### config.mk
export PLATFORM = sky130hd
export DESIGN_NAME = isa_dispatch
export DESIGN_NICKNAME = d
export VERILOG_FILES = /design/src/rtl/isa_pkg.sv /design/src/rtl/isa_decode.sv /design/src/rtl/isa_dispatch.sv
export SDC_FILE = /design/constraint.sdc
export NUM_CORES = 1
export LEC_CHECK = 0
export CORE_MARGIN = 2
export CORE_UTILIZATION = 50
export CTS_CLUSTER_DIAMETER = 120
export CTS_CLUSTER_SIZE = 25
export DETAILED_ROUTE_END_ITERATION = 7
export GPL_ROUTABILITY_DRIVEN = 0
export PLACE_DENSITY_LB_ADDON = 0.25
export SLEW_MARGIN = 20
export SYNTH_ARGS = -nofsm -noshare
export SYNTH_HDL_FRONTEND = slang
export SYNTH_SLANG_ARGS = --single-unit
### constraint.sdc
create_clock -name clk -period 3.95 [get_ports clk]
set_input_delay 1.185 -clock clk [delete_from_list [all_inputs] [get_ports clk]]
set_output_delay 1.185 -clock clk [all_outputs]
set_load 0.02 [all_outputs]
### src/rtl/isa_pkg.sv
// Shared definitions for the instruction sequencer: field layout, states, opcodes.
package isa_pkg;

    localparam int unsigned IP_W    = 64;
    localparam int unsigned INSTR_W = 16;
    localparam int unsigned OPC_W   = 8;
    localparam int unsigned REG_W   = 4;

    localparam int unsigned OPC_HI = 15;
    localparam int unsigned OPC_LO = 8;
    localparam int unsigned R0_HI  = 7;
    localparam int unsigned R0_LO  = 4;
    localparam int unsigned R1_HI  = 3;
    localparam int unsigned R1_LO  = 0;

    localparam logic [OPC_W-1:0] OPC_BR = 8'd0;

    typedef enum logic [2:0] {
        ST_IDLE   = 3'd0,
        ST_FETCH  = 3'd1,
        ST_DECODE = 3'd2,
        ST_EXEC   = 3'd3,
        ST_RETIRE = 3'd4,
        ST_FAULT  = 3'd5
    } state_e;

    typedef struct packed {
        logic [OPC_W-1:0] opcode;
        logic [REG_W-1:0] r0;
        logic [REG_W-1:0] r1;
    } instr_t;

endpackage

### src/rtl/isa_decode.sv
// Combinational instruction decoder: register fields, legality and one-hot unit select.
module isa_decode
    import isa_pkg::*;
#(
    parameter int unsigned NUM_UNITS = 8
) (
    input  logic [INSTR_W-1:0]   instr_i,
    output logic [REG_W-1:0]     r0_o,
    output logic [REG_W-1:0]     r1_o,
    output logic                 legal_o,
    output logic [NUM_UNITS-1:0] sel_o
);

    logic [OPC_W-1:0] opcode;

    assign opcode = instr_i[OPC_HI:OPC_LO];
    assign r0_o   = instr_i[R0_HI:R0_LO];
    assign r1_o   = instr_i[R1_HI:R1_LO];

    // Opcode k selects unit k; anything beyond the last unit is illegal.
    always_comb begin
        legal_o = (32'(opcode) < NUM_UNITS);
        sel_o   = '0;
        for (int unsigned k = 0; k < NUM_UNITS; k++) begin
            sel_o[k] = (32'(opcode) == k);
        end
    end

endmodule

### src/rtl/isa_dispatch.sv
// Instruction sequencer: fetch, decode, hand off to one execution unit, retire and advance IP.
module isa_dispatch
    import isa_pkg::*;
#(
    parameter int unsigned     NUM_UNITS   = 8,
    parameter logic [IP_W-1:0] RESET_IP    = 64'h0,
    parameter int unsigned     INSTR_BYTES = 2
) (
    input  logic                 clk,
    input  logic                 rst_n,
    input  logic                 run,
    output logic [IP_W-1:0]      mem_addr,
    output logic                 mem_re,
    input  logic [INSTR_W-1:0]   mem_data,
    input  logic                 mem_ready,
    output logic [NUM_UNITS-1:0] unit_en,
    input  logic [NUM_UNITS-1:0] unit_finished,
    output logic [REG_W-1:0]     r0,
    output logic [REG_W-1:0]     r1,
    input  logic                 ip_set,
    input  logic [IP_W-1:0]      ip_val,
    output logic [IP_W-1:0]      ip,
    output logic                 fault,
    output logic                 busy
);

    state_e               state_q, state_d;
    instr_t               ir_q, ir_d;
    logic [IP_W-1:0]      ip_q, ip_d;
    logic [IP_W-1:0]      br_target_q, br_target_d;
    logic                 br_taken_q, br_taken_d;
    logic                 mem_re_q, mem_re_d;
    logic [NUM_UNITS-1:0] unit_en_q, unit_en_d;
    logic                 fault_q, fault_d;
    logic                 busy_q, busy_d;

    logic                 dec_legal;
    logic [NUM_UNITS-1:0] dec_sel;

    // Decode always works from the latched instruction so r0/r1 stay stable through EXEC.
    isa_decode #(
        .NUM_UNITS (NUM_UNITS)
    ) u_decode (
        .instr_i (ir_q),
        .r0_o    (r0),
        .r1_o    (r1),
        .legal_o (dec_legal),
        .sel_o   (dec_sel)
    );

    // Next-state logic; outputs are derived from the next state so they register in step with it.
    always_comb begin
        state_d     = state_q;
        ir_d        = ir_q;
        ip_d        = ip_q;
        br_target_d = br_target_q;
        br_taken_d  = br_taken_q;
        fault_d     = fault_q;

        case (state_q)
            ST_IDLE: begin
                if (run) state_d = ST_FETCH;
            end
            ST_FETCH: begin
                if (mem_ready) begin
                    ir_d    = instr_t'(mem_data);
                    state_d = ST_DECODE;
                end
            end
            ST_DECODE: begin
                if (dec_legal) begin
                    state_d = ST_EXEC;
                end else begin
                    fault_d = 1'b1;
                    state_d = ST_FAULT;
                end
            end
            ST_EXEC: begin
                // Latest ip_set wins, including one arriving with finished.
                if (ip_set) begin
                    br_taken_d  = 1'b1;
                    br_target_d = ip_val;
                end
                if (|(unit_finished & unit_en_q)) state_d = ST_RETIRE;
            end
            ST_RETIRE: begin
                ip_d       = br_taken_q ? br_target_q : ip_q + IP_W'(INSTR_BYTES);
                br_taken_d = 1'b0;
                state_d    = run ? ST_FETCH : ST_IDLE;
            end
            ST_FAULT: begin
                state_d = ST_FAULT;
            end
            default: begin
                state_d = ST_IDLE;
            end
        endcase

        mem_re_d  = (state_d == ST_FETCH);
        unit_en_d = (state_d == ST_EXEC) ? dec_sel : '0;
        busy_d    = (state_d != ST_IDLE) && (state_d != ST_FAULT);
    end

    // State and output registers; reset aborts any in-flight instruction at once.
    always_ff @(posedge clk or negedge rst_n) begin
        if (!rst_n) begin
            state_q     <= ST_IDLE;
            ir_q        <= '0;
            ip_q        <= RESET_IP;
            br_target_q <= '0;
            br_taken_q  <= 1'b0;
            mem_re_q    <= 1'b0;
            unit_en_q   <= '0;
            fault_q     <= 1'b0;
            busy_q      <= 1'b0;
        end else begin
            state_q     <= state_d;
            ir_q        <= ir_d;
            ip_q        <= ip_d;
            br_target_q <= br_target_d;
            br_taken_q  <= br_taken_d;
            mem_re_q    <= mem_re_d;
            unit_en_q   <= unit_en_d;
            fault_q     <= fault_d;
            busy_q      <= busy_d;
        end
    end

    assign ip       = ip_q;
    assign mem_addr = ip_q;
    assign mem_re   = mem_re_q;
    assign unit_en  = unit_en_q;
    assign fault    = fault_q;
    assign busy     = busy_q;

endmodule
==> impl_metrics.xml, run 1 <==
<?xml version="1.0" encoding="UTF-8"?>
<metrics>
  <group name="placement">
    <metric name="detailed_place_hpwl" unit="um">15700</metric>
    <metric name="placed_cell_area" unit="mm^2">0.0105</metric>
    <metric name="port_buffers" unit="">239</metric>
  </group>
  <group name="routing">
    <metric name="dr.first_iter.drc_count" unit="">659</metric>
    <metric name="wire_per_inst" unit="um">18.9</metric>
    <metric name="drt_drc_violations_left" unit="">0</metric>
    <metric name="detail_route.vias_per_cell" unit="">5.99</metric>
    <metric name="final_antenna_net_count" unit="">0</metric>
    <metric name="detailroute.via_count" unit="">7336</metric>
    <metric name="drt_first_pass_iters" unit="">6</metric>
    <metric name="postRouteWirelength" unit="um">23100</metric>
  </group>
  <group name="floorplanning">
    <metric name="core" unit="mm^2">0.0166</metric>
    <metric name="initial_cell_density_of_the_core" unit="%">51.3</metric>
    <metric name="die_width" unit="um">134</metric>
    <metric name="y_dimension_of_the_die" unit="um">134</metric>
    <metric name="dieArea" unit="mm^2">0.0181</metric>
    <metric name="core.rowCount" unit="">47</metric>
    <metric name="design.portCount" unit="">240</metric>
  </group>
  <group name="clock_tree">
    <metric name="tritoncts_num_sinks" unit="">159</metric>
    <metric name="postCtsHoldBufs" unit="">0</metric>
    <metric name="tritoncts" unit="">yes</metric>
    <metric name="clk_latency" unit="ns">0.43</metric>
    <metric name="clk_root_buffer_cell" unit="">sky130_fd_sc_hd__clkbuf_16</metric>
    <metric name="numCtsBuffers" unit="">17</metric>
    <metric name="max-clock-path-buffers" unit="">2</metric>
    <metric name="cts-resized-gates" unit="">0</metric>
    <metric name="cts_htree_levels" unit="">4</metric>
    <metric name="cts_setup_buffers" unit="">0</metric>
    <metric name="clk_pin_slew" unit="ns">0.07</metric>
  </group>
  <group name="global_routing">
    <metric name="track_usage" unit="%">25.8</metric>
    <metric name="via_count_of_the_first_global_routing_pass" unit="">7064</metric>
    <metric name="global_route_wire_length_before_repair" unit="um">36700</metric>
    <metric name="grt_max_degree" unit="">78</metric>
    <metric name="number_of_antenna_violations_at_the_first_check_in_global_routing" unit="">0</metric>
    <metric name="globalRoute.totalOverflow" unit="">0</metric>
  </group>
  <group name="timing">
    <metric name="maxSlewViolCount" unit="">0</metric>
    <metric name="finalCriticalPeriod" unit="ns">2.93</metric>
    <metric name="max_freq" unit="MHz">341</metric>
    <metric name="fin_hold_ws" unit="ns">0.481</metric>
    <metric name="worst_slew_margin_rel" unit="%">42.4</metric>
    <metric name="grt_setup_unrepaired" unit="">false</metric>
    <metric name="final_min_period_over_clock_period" unit="%">74.3</metric>
    <metric name="report.final.hold_viol_count" unit="">0</metric>
    <metric name="worst_slew_pin_slew" unit="ns">0.857</metric>
    <metric name="timing.final.setup_violations" unit="">0</metric>
    <metric name="setup-tns-final" unit="ns">0</metric>
    <metric name="finalClockSkew" unit="ns">0.00931</metric>
  </group>
  <group name="power">
    <metric name="ir_drop" unit="mV">0.281</metric>
    <metric name="power_density_over_the_cells" unit="mW/mm^2">303</metric>
    <metric name="leakage" unit="uW">0.00468</metric>
  </group>
  <group name="layout">
    <metric name="layout.nets" unit="">1085</metric>
    <metric name="drive_above_1_share" unit="%">14.2</metric>
    <metric name="antenna_cells_inserted" unit="">0</metric>
    <metric name="layout-area-overhead-vs-synth" unit="%">30.7</metric>
    <metric name="finished_cell_area" unit="mm^2">0.0111</metric>
  </group>
  <group name="synth">
    <metric name="postSynthCellCount" unit="">849</metric>
    <metric name="postSynthRegisterBits" unit="">159</metric>
    <metric name="yosys.area_share.simple" unit="%">19.2</metric>
    <metric name="synth_fa_ha_area_share" unit="%">0.147</metric>
    <metric name="mux_share_of_post_synthesis_cell_area" unit="%">11.3</metric>
    <metric name="ys_warn_count" unit="">0</metric>
    <metric name="synth_largest_area_cell" unit="">sky130_fd_sc_hd__dfrtp_1</metric>
    <metric name="yosysTopAreaCellShare" unit="%">46.8</metric>
    <metric name="synth_compound_gate_area_share" unit="%">13.0</metric>
    <metric name="ys_dominant_reg_cell" unit="">sky130_fd_sc_hd__dfrtp_1</metric>
    <metric name="seq_area_frac_synth" unit="%">46.8</metric>
    <metric name="post_synthesis_net_count" unit="">943</metric>
    <metric name="syn-mean-instance-area" unit="um^2">10.0</metric>
    <metric name="synth.cell_area" unit="mm^2">0.00850</metric>
    <metric name="synth_cell_types" unit="">65</metric>
    <metric name="postSynth.asyncResetShare" unit="%">100</metric>
    <metric name="xor_xnor_cell_area_share_of_the_yosys_netlist" unit="%">0</metric>
    <metric name="synth_area_leaders" unit="">sky130_fd_sc_hd__dfrtp_1, sky130_fd_sc_hd__mux2_2, sky130_fd_sc_hd__buf_4</metric>
    <metric name="synth_enable_flop_cells" unit="">0</metric>
    <metric name="synth_top_family_by_area" unit="">simple AND/OR/NAND/NOR gates</metric>
  </group>
  <group name="critical_path">
    <metric name="cpLargestDelayFamily" unit="">buffers and inverters</metric>
    <metric name="cp_slowest_stage_delay" unit="ns">0.70</metric>
    <metric name="worstPathArrival" unit="ns">1.75</metric>
    <metric name="worstSetupStartpointType" unit="">flip-flop</metric>
    <metric name="worst_ep_required_time" unit="ns">2.76</metric>
    <metric name="critical_path_peak_fanout" unit="">11</metric>
    <metric name="critPathBufInv" unit="">1</metric>
    <metric name="timing.critical_path.to_type" unit="">output port</metric>
    <metric name="critical_path_class" unit="">flip-flop to output port</metric>
    <metric name="cell_chain_of_the_critical_path" unit="">clkdlybuf4s50_1</metric>
    <metric name="worst_path_max_delay_cell" unit="">sky130_fd_sc_hd__clkdlybuf4s50_1</metric>
  </group>
  <group name="run">
    <metric name="drv_cap" unit="">0</metric>
  </group>
  <group name="run_status">
    <metric name="status" unit="">finished, final reports clean</metric>
  </group>
  <group name="min_path">
    <metric name="worst_hold_path_type" unit="">flip-flop to flip-flop</metric>
  </group>
</metrics>
-- sequential cells by signal (all words and copies together), names as in the netlist --
name	flops
mem_re	1
br_taken_q	1
unit_en	8
busy	1
br_target_q	64
ip	64
state_q	3
ir_q	16
fault	1
-- logic make-up after synthesis --
kind of cell             count (synthesis)
multiplexers                            86
flip-flops                             159
AO/OA/AOI/OAI                          169
AND/OR/NAND/NOR                        300
adder cells (fa/ha/maj)                  1
buffers and inverters                  134
-- synthesized netlist by cell type, types with 3 or more instances --
| library cell | number |
|---|---|
| sky130_fd_sc_hd__nor3b_1 | 3 |
| sky130_fd_sc_hd__nor4_1 | 15 |
| sky130_fd_sc_hd__nand3b_1 | 3 |
| sky130_fd_sc_hd__a41o_1 | 4 |
| sky130_fd_sc_hd__or3_1 | 25 |
| sky130_fd_sc_hd__dfrtp_1 | 159 |
| sky130_fd_sc_hd__nand2b_1 | 3 |
| sky130_fd_sc_hd__inv_1 | 5 |
| sky130_fd_sc_hd__mux2_2 | 81 |
| sky130_fd_sc_hd__a311oi_1 | 11 |
| sky130_fd_sc_hd__nand3_1 | 41 |
| sky130_fd_sc_hd__nor3_1 | 37 |
| sky130_fd_sc_hd__a21oi_1 | 40 |
| sky130_fd_sc_hd__o211ai_1 | 3 |
| sky130_fd_sc_hd__buf_4 | 72 |
| sky130_fd_sc_hd__a22oi_1 | 9 |
| sky130_fd_sc_hd__nand2_1 | 48 |
| sky130_fd_sc_hd__nor2_1 | 42 |
| sky130_fd_sc_hd__nor2b_1 | 7 |
| sky130_fd_sc_hd__nand4_1 | 22 |
| sky130_fd_sc_hd__a31oi_1 | 7 |
| sky130_fd_sc_hd__a211oi_1 | 10 |
| sky130_fd_sc_hd__clkbuf_1 | 48 |
| sky130_fd_sc_hd__or4_1 | 6 |
| sky130_fd_sc_hd__mux2i_1 | 5 |
| sky130_fd_sc_hd__a32oi_1 | 3 |
| sky130_fd_sc_hd__and2_1 | 3 |
| sky130_fd_sc_hd__o22ai_1 | 9 |
| sky130_fd_sc_hd__o21ai_0 | 41 |
| sky130_fd_sc_hd__o311ai_0 | 3 |
| sky130_fd_sc_hd__and4_1 | 14 |
| sky130_fd_sc_hd__and3_1 | 19 |
| sky130_fd_sc_hd__buf_2 | 3 |
-- power breakdown --
part / switching (uW) / internal, uW / leakage (uW)
logic: 44.1 / 82.6 / 0.00221
clock network: 730 / 887 / 0.000267
registers: 0 / 1630 / 0.00221
total: 774 / 2600 / 0.00468
-- cell type report --
class / instances / area, um^2
Inverter: 5 / 18.8
Tap cell: 220 / 275
Clock buffer: 17 / 425
Clock inverter: 15 / 151
Multi-Input combinational cell: 556 / 3740
Fill cell: 1347 / 5470
Timing Repair Buffer: 252 / 2520
Sequential cell: 159 / 3980
-- metrics by stage --
step | util [%] | power, uW | instances | setup slack, ns
floorplan | - | 1660 | 849 | 1.52
global placement | 63.5 | 1790 | 1192 | 0.952
detailed placement | 63.5 | 1790 | 1192 | 0.909
CTS | 67.0 | 3400 | 1224 | 1.01
global route | 67.0 | 3470 | 1224 | 0.919
finish | 67.0 | 3370 | 1224 | 1.02
-- final timing paths --
check	to	cells past startpoint	slack (ns)	start
worst max-delay path	ip[42]	1	1.02	ip[42]
worst min-delay path	fault	1	0.48	fault
worst max register to register	ip[61]	6	1.15	ip[1]
worst min register to register	fault	1	0.48	fault
max in group asynchronous	br_target_q[41]	2	2.46	rst_n
min in group asynchronous	ip[3]	1	0.74	rst_n
-- routing by layer --
| layer | vias up | wire [um] | part of all wire (%) | global-route usage, % |
|---|---|---|---|---|
| met4 | 0 | 395 | 1.7 | 7.43 |
| met5 | - | 0 | 0 | 0 |
| met3 | 40 | 1740 | 7.5 | 5.86 |
| li1 | 3393 | - | - | - |
| met1 | 3565 | 9520 | 41 | 34.2 |
| met2 | 338 | 11400 | 49 | 42.6 |
-- cells in the final DEF, fill, tap and decap left out, types with 4 or more instances in the layout --
| cell | n |
|---|---|
| sky130_fd_sc_hd__nor2b_1 | 7 |
| sky130_fd_sc_hd__buf_4 | 11 |
| sky130_fd_sc_hd__nor3_1 | 36 |
| sky130_fd_sc_hd__nand4_1 | 22 |
| sky130_fd_sc_hd__a311oi_1 | 11 |
| sky130_fd_sc_hd__a22oi_1 | 9 |
| sky130_fd_sc_hd__o21ai_0 | 41 |
| sky130_fd_sc_hd__a211oi_1 | 10 |
| sky130_fd_sc_hd__mux2_2 | 81 |
| sky130_fd_sc_hd__clkinvlp_4 | 5 |
| sky130_fd_sc_hd__inv_1 | 4 |
| sky130_fd_sc_hd__and3_1 | 19 |
| sky130_fd_sc_hd__nor4_1 | 15 |
| sky130_fd_sc_hd__and4_1 | 14 |
| sky130_fd_sc_hd__nand3_1 | 40 |
| sky130_fd_sc_hd__a31oi_1 | 7 |
| sky130_fd_sc_hd__or4_1 | 6 |
| sky130_fd_sc_hd__clkdlybuf4s50_1 | 238 |
| sky130_fd_sc_hd__a41o_1 | 4 |
| sky130_fd_sc_hd__clkbuf_16 | 17 |
| sky130_fd_sc_hd__or3_1 | 25 |
| sky130_fd_sc_hd__mux2i_1 | 5 |
| sky130_fd_sc_hd__a21oi_1 | 40 |
| sky130_fd_sc_hd__inv_6 | 5 |
| sky130_fd_sc_hd__nand2_1 | 47 |
| sky130_fd_sc_hd__o22ai_1 | 9 |
| sky130_fd_sc_hd__nor2_1 | 42 |
| sky130_fd_sc_hd__dfrtp_1 | 158 |
-- worst reg2reg max path, delay by kind of cell (launching register included) --
family	cells	cell delay (ns)
adders and majority gates	1	0.29
DFF	1	0.46
and+or+nand+nor	4	1.72
AOI/OAI and AO/OA	1	0.23
No activity file was read; power rests on OpenSTA's default activity.
==> run 2, diff against run 1 <==
--- a/config.mk
+++ b/config.mk
@@ -6,7 +6,7 @@
 export NUM_CORES = 1
 export LEC_CHECK = 0
 export CORE_MARGIN = 2
-export CORE_UTILIZATION = 50
+export CORE_UTILIZATION = 49
 export CTS_CLUSTER_DIAMETER = 120
 export CTS_CLUSTER_SIZE = 25
 export DETAILED_ROUTE_END_ITERATION = 7
==> constraint.sdc (replaced) <==
create_clock -name clk -period 3 [get_ports clk]
set_input_delay 0.9 -clock clk [delete_from_list [all_inputs] [get_ports clk]]
set_output_delay 0.9 -clock clk [all_outputs]
set_load 0.02 [all_outputs]
==> impl_metrics.xml, run 2 (same netlist as run 1, synthesis figures left out) <==
<?xml version="1.0" encoding="UTF-8"?>
<metrics>
  <group name="floorplanning">
    <metric name="core" unit="mm^2">0.0171</metric>
    <metric name="design.portCount" unit="">240</metric>
    <metric name="y_dimension_of_the_die" unit="um">136</metric>
    <metric name="initial_cell_density_of_the_core" unit="%">49.7</metric>
    <metric name="core.rowCount" unit="">48</metric>
    <metric name="dieArea" unit="mm^2">0.0184</metric>
    <metric name="die_width" unit="um">136</metric>
  </group>
  <group name="layout">
    <metric name="layout.nets" unit="">1092</metric>
    <metric name="most_common_cell_after_layout_fill_and_taps_aside" unit="">sky130_fd_sc_hd__clkdlybuf4s50_1</metric>
    <metric name="drive_above_1_share" unit="%">14.8</metric>
    <metric name="finished_cell_area" unit="mm^2">0.0113</metric>
    <metric name="fillCellCount" unit="">1411</metric>
    <metric name="antenna_cells_inserted" unit="">0</metric>
    <metric name="leading_cell_types_in_the_layout_fill_and_taps_excluded" unit="">sky130_fd_sc_hd__clkdlybuf4s50_1, sky130_fd_sc_hd__dfrtp_1, sky130_fd_sc_hd__mux2_2, sky130_fd_sc_hd__nand2_1, sky130_fd_sc_hd__nor2_1</metric>
    <metric name="layout-area-overhead-vs-synth" unit="%">32.4</metric>
  </group>
  <group name="routing">
    <metric name="wl_met3" unit="um">1780</metric>
    <metric name="met1_routed_wirelength_after_detailed_routing" unit="um">9750</metric>
    <metric name="route.met2.wl" unit="um">11100</metric>
    <metric name="postRouteWirelength" unit="um">23200</metric>
    <metric name="detailroute.via_count" unit="">7398</metric>
    <metric name="final_antenna_net_count" unit="">0</metric>
    <metric name="wire_per_inst" unit="um">18.8</metric>
    <metric name="detail_route.vias_per_cell" unit="">5.99</metric>
    <metric name="top_layer_used_by_detailed_routing" unit="">met4</metric>
    <metric name="drt_first_pass_iters" unit="">5</metric>
    <metric name="dr.first_iter.drc_count" unit="">632</metric>
    <metric name="drt_drc_violations_left" unit="">0</metric>
  </group>
  <group name="global_routing">
    <metric name="global_route_wire_length_before_repair" unit="um">36800</metric>
    <metric name="number_of_antenna_violations_at_the_first_check_in_global_routing" unit="">0</metric>
    <metric name="globalRoute.totalOverflow" unit="">0</metric>
    <metric name="via_count_of_the_first_global_routing_pass" unit="">7012</metric>
    <metric name="grt_max_degree" unit="">63</metric>
    <metric name="track_usage" unit="%">25.6</metric>
  </group>
  <group name="power">
    <metric name="ir_drop" unit="mV">0.401</metric>
    <metric name="seq_power_share" unit="%">46.6</metric>
    <metric name="p_sw_share" unit="%">22.0</metric>
    <metric name="net-switching-power" unit="uW">1010</metric>
    <metric name="comb_power_share" unit="%">3.7</metric>
    <metric name="p_int" unit="uW">3590</metric>
    <metric name="leakage" unit="uW">0.00476</metric>
    <metric name="power_density_over_the_cells" unit="mW/mm^2">409</metric>
    <metric name="clock_network_fraction_of_total_power" unit="%">49.7</metric>
  </group>
  <group name="timing">
    <metric name="worst_slew_margin_rel" unit="%">47.1</metric>
    <metric name="setup-tns-final" unit="ns">0</metric>
    <metric name="report.final.hold_viol_count" unit="">0</metric>
    <metric name="grt_setup_unrepaired" unit="">false</metric>
    <metric name="finalCriticalPeriod" unit="ns">2.66</metric>
    <metric name="worst_slew_pin_slew" unit="ns">0.788</metric>
    <metric name="finalClockSkew" unit="ns">0.00743</metric>
    <metric name="timing.final.setup_violations" unit="">0</metric>
    <metric name="maxSlewViolCount" unit="">0</metric>
    <metric name="max_freq" unit="MHz">375</metric>
    <metric name="fin_hold_ws" unit="ns">0.399</metric>
    <metric name="final_min_period_over_clock_period" unit="%">88.8</metric>
  </group>
  <group name="critical_path">
    <metric name="cp_slowest_stage_delay" unit="ns">0.71</metric>
    <metric name="worstSetupStartpointType" unit="">flip-flop</metric>
    <metric name="worst_path_max_delay_cell" unit="">sky130_fd_sc_hd__clkdlybuf4s50_1</metric>
    <metric name="worstPathArrival" unit="ns">1.76</metric>
    <metric name="worst_ep_required_time" unit="ns">2.10</metric>
    <metric name="cell_chain_of_the_critical_path" unit="">clkdlybuf4s50_1</metric>
    <metric name="timing.critical_path.to_type" unit="">output port</metric>
    <metric name="critical_path_class" unit="">flip-flop to output port</metric>
    <metric name="critPathBufInv" unit="">1</metric>
    <metric name="critical_path_peak_fanout" unit="">11</metric>
    <metric name="cpLargestDelayFamily" unit="">buffers and inverters</metric>
  </group>
  <group name="clock_tree">
    <metric name="cts_setup_buffers" unit="">0</metric>
    <metric name="max-clock-path-buffers" unit="">2</metric>
    <metric name="clk_root_buffer_cell" unit="">sky130_fd_sc_hd__clkbuf_16</metric>
    <metric name="cts_htree_levels" unit="">4</metric>
    <metric name="clk_pin_slew" unit="ns">0.07</metric>
    <metric name="tritoncts" unit="">yes</metric>
    <metric name="postCtsHoldBufs" unit="">0</metric>
    <metric name="tritoncts_num_sinks" unit="">159</metric>
    <metric name="clk_latency" unit="ns">0.43</metric>
    <metric name="cts-resized-gates" unit="">0</metric>
    <metric name="numCtsBuffers" unit="">17</metric>
  </group>
  <group name="placement">
    <metric name="detailed_place_hpwl" unit="um">16000</metric>
    <metric name="port_buffers" unit="">239</metric>
    <metric name="placed_cell_area" unit="mm^2">0.0106</metric>
  </group>
  <group name="run">
    <metric name="drv_cap" unit="">0</metric>
  </group>
  <group name="run_status">
    <metric name="status" unit="">finished, final reports clean</metric>
  </group>
  <group name="min_path">
    <metric name="worst_hold_path_type" unit="">input port to asynchronous set/reset pin</metric>
  </group>
</metrics>
-- run 2: cell type report --
type	instances	area [um^2]	area share, %
multi-input cells	556	3740	33.3
flip-flops and latches	159	3980	35.4
repair buffers	259	2610	23.2
inverters	5	18.8	0.167
clock inverters	15	195	1.73
clock buffers	17	425	3.78
well taps	225	282	2.50
-- run 2: worst paths after layout --
path	start	to	slack [ns]	cells after the start
max	ip[42]	ip[42]	0.34	1
min	rst_n	br_target_q[19]	0.40	1
max reg2reg	ip[38]	ip[61]	0.49	5
min reg2reg	br_target_q[0]	ip[0]	0.47	2
max in group asynchronous	rst_n	br_target_q[61]	1.90	2
min in group clk	br_target_q[0]	ip[0]	0.47	2
-- run 2: power by group through the flow --
stage	Clock, uW	Sequential [uW]	Combinational (uW)
finish	2290	2140	168
CTS	2330	2140	173
global route	2430	2140	185
floorplan	0	2180	1.18
global placement	0	2180	171
detailed placement	0	2180	173
-- run 2: through the flow --
stage | utilization, % | instances | total power [uW] | setup slack, ns
final | 65.7 | 1236 | 4600 | 0.336
after global routing | 65.7 | 1236 | 4750 | 0.275
after CTS | 65.7 | 1236 | 4640 | 0.312
after detailed placement | 62.1 | 1204 | 2360 | 0.437
after global placement | 62.1 | 1204 | 2350 | 0.529
after floorplan | - | 849 | 2190 | 0.712
-- run 2: layer usage --
layer,global-route usage (%),vias to the layer above
met5,0,-
met4,9.20,0
met3,6.21,36
met2,40.9,338
met1,34.0,3629
li1,-,3395
==> run 3, diff against run 2 <==
--- a/config.mk
+++ b/config.mk
@@ -6,7 +6,7 @@
 export NUM_CORES = 1
 export LEC_CHECK = 0
 export CORE_MARGIN = 2
-export CORE_UTILIZATION = 49
+export CORE_UTILIZATION = 44
 export CTS_CLUSTER_DIAMETER = 120
 export CTS_CLUSTER_SIZE = 25
 export DETAILED_ROUTE_END_ITERATION = 7
==> constraint.sdc (replaced) <==
create_clock -name clk -period 2.25 [get_ports clk]
set_input_delay 0.675 -clock clk [delete_from_list [all_inputs] [get_ports clk]]
set_output_delay 0.675 -clock clk [all_outputs]
set_load 0.02 [all_outputs]
==> impl_metrics.xml, run 3 (same netlist as run 1, synthesis figures left out) <==
<?xml version="1.0" encoding="UTF-8"?>
<metrics>
  <group name="critical_path">
    <metric name="regToRegSetupSlack" unit="ns">0.10</metric>
    <metric name="worst_ep_required_time" unit="ns">1.57</metric>
    <metric name="critical_path_class" unit="">flip-flop to output port</metric>
    <metric name="timing.critical_path.to_type" unit="">output port</metric>
    <metric name="critical_path_peak_fanout" unit="">7</metric>
    <metric name="worstPathArrival" unit="ns">1.54</metric>
    <metric name="critical_path_capture_point" unit="">ip[8]</metric>
    <metric name="worst_setup_path_startpoint" unit="">ip[8]</metric>
    <metric name="worstSetupStartpointType" unit="">flip-flop</metric>
    <metric name="crit_reg_reg_startpoint" unit="">ip[13]</metric>
    <metric name="critical_path.reg2reg.endpoint" unit="">ip[31]</metric>
    <metric name="worstRegToRegCells" unit="">5</metric>
  </group>
  <group name="global_routing">
    <metric name="gr-usage-met2" unit="%">38.8</metric>
    <metric name="track_usage" unit="%">24.1</metric>
    <metric name="global_route_wire_length_before_repair" unit="um">38500</metric>
    <metric name="number_of_antenna_violations_at_the_first_check_in_global_routing" unit="">0</metric>
    <metric name="met3_usage" unit="%">6.34</metric>
    <metric name="use_met1" unit="%">31.5</metric>
    <metric name="grt_most_used_layer" unit="">met2</metric>
    <metric name="via_count_of_the_first_global_routing_pass" unit="">7229</metric>
    <metric name="grt_max_degree" unit="">63</metric>
    <metric name="globalRoute.totalOverflow" unit="">0</metric>
  </group>
  <group name="timing">
    <metric name="worst_slew_pin_slew" unit="ns">0.557</metric>
    <metric name="grt_setup_unrepaired" unit="">false</metric>
    <metric name="finalCriticalPeriod" unit="ns">2.22</metric>
    <metric name="max_freq" unit="MHz">451</metric>
    <metric name="timing.final.setup_violations" unit="">0</metric>
    <metric name="report.final.hold_viol_count" unit="">0</metric>
    <metric name="worst_slew_margin_rel" unit="%">62.5</metric>
    <metric name="finalClockSkew" unit="ns">0.0130</metric>
    <metric name="final_min_period_over_clock_period" unit="%">98.5</metric>
    <metric name="maxSlewViolCount" unit="">0</metric>
  </group>
  <group name="layout">
    <metric name="seqCellArea" unit="mm^2">0.00399</metric>
    <metric name="fillCellCount" unit="">1575</metric>
    <metric name="leading_cell_types_in_the_layout_fill_and_taps_excluded" unit="">sky130_fd_sc_hd__clkdlybuf4s50_1, sky130_fd_sc_hd__dfrtp_1, sky130_fd_sc_hd__mux2_2, sky130_fd_sc_hd__buf_4, sky130_fd_sc_hd__nand2_1</metric>
    <metric name="drive_above_1_share" unit="%">20.2</metric>
    <metric name="layout.nets" unit="">1145</metric>
    <metric name="final-instance-count-excl-fill" unit="">1324</metric>
    <metric name="multi_input_logic_area" unit="mm^2">0.00376</metric>
    <metric name="antenna_cells_inserted" unit="">0</metric>
    <metric name="layout-area-overhead-vs-synth" unit="%">38.4</metric>
    <metric name="most_common_cell_after_layout_fill_and_taps_aside" unit="">sky130_fd_sc_hd__clkdlybuf4s50_1</metric>
  </group>
  <group name="run_status">
    <metric name="status" unit="">finished, final reports clean</metric>
  </group>
  <group name="routing">
    <metric name="detail_route.vias_per_cell" unit="">5.69</metric>
    <metric name="final_antenna_net_count" unit="">0</metric>
    <metric name="detailroute.via_count" unit="">7540</metric>
    <metric name="drt_drc_violations_left" unit="">0</metric>
    <metric name="dr.first_iter.drc_count" unit="">629</metric>
    <metric name="drt_first_pass_iters" unit="">5</metric>
    <metric name="postRouteWirelength" unit="um">24200</metric>
    <metric name="wire_per_inst" unit="um">18.3</metric>
  </group>
  <group name="power">
    <metric name="p_sw_share" unit="%">22.3</metric>
    <metric name="seq_power_share" unit="%">47.6</metric>
    <metric name="net-switching-power" unit="uW">1340</metric>
    <metric name="clock_network_fraction_of_total_power" unit="%">48.6</metric>
    <metric name="power_density_over_the_cells" unit="mW/mm^2">510</metric>
    <metric name="leakage" unit="uW">0.00596</metric>
    <metric name="comb_power_share" unit="%">3.7</metric>
    <metric name="p_int" unit="uW">4660</metric>
    <metric name="ir_drop" unit="mV">0.464</metric>
    <metric name="finalPower" unit="uW">6000</metric>
  </group>
  <group name="floorplanning">
    <metric name="dieArea" unit="mm^2">0.0204</metric>
    <metric name="die_width" unit="um">143</metric>
    <metric name="initial_cell_density_of_the_core" unit="%">45.1</metric>
    <metric name="core" unit="mm^2">0.0188</metric>
    <metric name="design.portCount" unit="">240</metric>
    <metric name="core.rowCount" unit="">50</metric>
    <metric name="y_dimension_of_the_die" unit="um">143</metric>
  </group>
  <group name="clock_tree">
    <metric name="numCtsBuffers" unit="">17</metric>
    <metric name="clk_pin_slew" unit="ns">0.07</metric>
    <metric name="clk_root_buffer_cell" unit="">sky130_fd_sc_hd__clkbuf_16</metric>
    <metric name="tritoncts" unit="">yes</metric>
    <metric name="max-clock-path-buffers" unit="">2</metric>
    <metric name="tritoncts_num_sinks" unit="">159</metric>
    <metric name="cts_htree_levels" unit="">4</metric>
    <metric name="clk_latency" unit="ns">0.43</metric>
  </group>
  <group name="min_path">
    <metric name="worst_hold_path_type" unit="">input port to asynchronous set/reset pin</metric>
  </group>
  <group name="placement">
    <metric name="detailed_place_hpwl" unit="um">17500</metric>
    <metric name="port_buffers" unit="">239</metric>
    <metric name="placed_cells" unit="">1292</metric>
  </group>
  <group name="run">
    <metric name="drv_cap" unit="">0</metric>
  </group>
</metrics>
## run 3: worst min-delay path by stage
stage | from | end | slack (ns) | depth (start not counted)
finish | rst_n | br_target_q[18] | 0.09 | 1
global route | rst_n | br_target_q[18] | 0.08 | 1
CTS | rst_n | br_target_q[18] | 0.08 | 1
global placement | br_target_q[0] | ip[0] | 0.45 | 2
floorplan | rst_n | br_taken_q | 0.38 | 0
detailed placement | fault | fault | 0.47 | 1
## run 3: cell type report
cell class / count / share of cell area [%]
clock buffers: 18 / 3.65
well taps: 260 / 2.77
clock inverters: 14 / 1.31
multi-input cells: 556 / 32.0
flip-flops and latches: 159 / 33.9
inverters: 5 / 0.160
repair buffers: 312 / 26.2
## run 3: metrics by stage
| stage | util (%) | setup WS (ns) | TNS [ns] | hold slack, ns | instance area, um^2 |
|---|---|---|---|---|---|
| 3_5_place_dp | 59.0 | -0.0984 | -0.135 | 0.472 | 11100 |
| 2_1_floorplan | - | -0.00944 | -0.00944 | 0.379 | 8510 |
| 5_1_grt | 62.5 | 0.00111 | 0 | 0.0776 | 11800 |
| 6_report | 62.5 | 0.0334 | 0 | 0.0868 | 11800 |
| 3_3_place_gp | 59.0 | 0.0220 | 0 | 0.450 | 11100 |
| 4_1_cts | 61.8 | 0.000410 | 0 | 0.0817 | 11600 |
## run 3: timing repair
action,CTS,global route
resized for setup,39,45
endpoints found under the setup margin,41,47
hold endpoints to repair,0,0
setup buffers,0,0
hold buffers,0,0
## run 3: layer usage
layer	vias up	part of all wire, %
met5	-	0
met4	0	2.2
li1	3511	-
met1	3643	41
met2	346	49
met3	40	8.3
## run 3: power groups by stage
stage                     clock, uW  combinational (uW)  sequential, uW
final                          2920                 225            2860
after CTS                      2950                 231            2860
after detailed placement          0                 231            2910
after global placement            0                 229            2910
after floorplan                   0                1.57            2910
after global routing           3080                 247            2860
## run 3: critical path, stage by stage, from the launching register on
cell and delay (ns):
sky130_fd_sc_hd__dfrtp_2 0.36, sky130_fd_sc_hd__buf_4 0.15, sky130_fd_sc_hd__clkdlybuf4s50_1 0.61
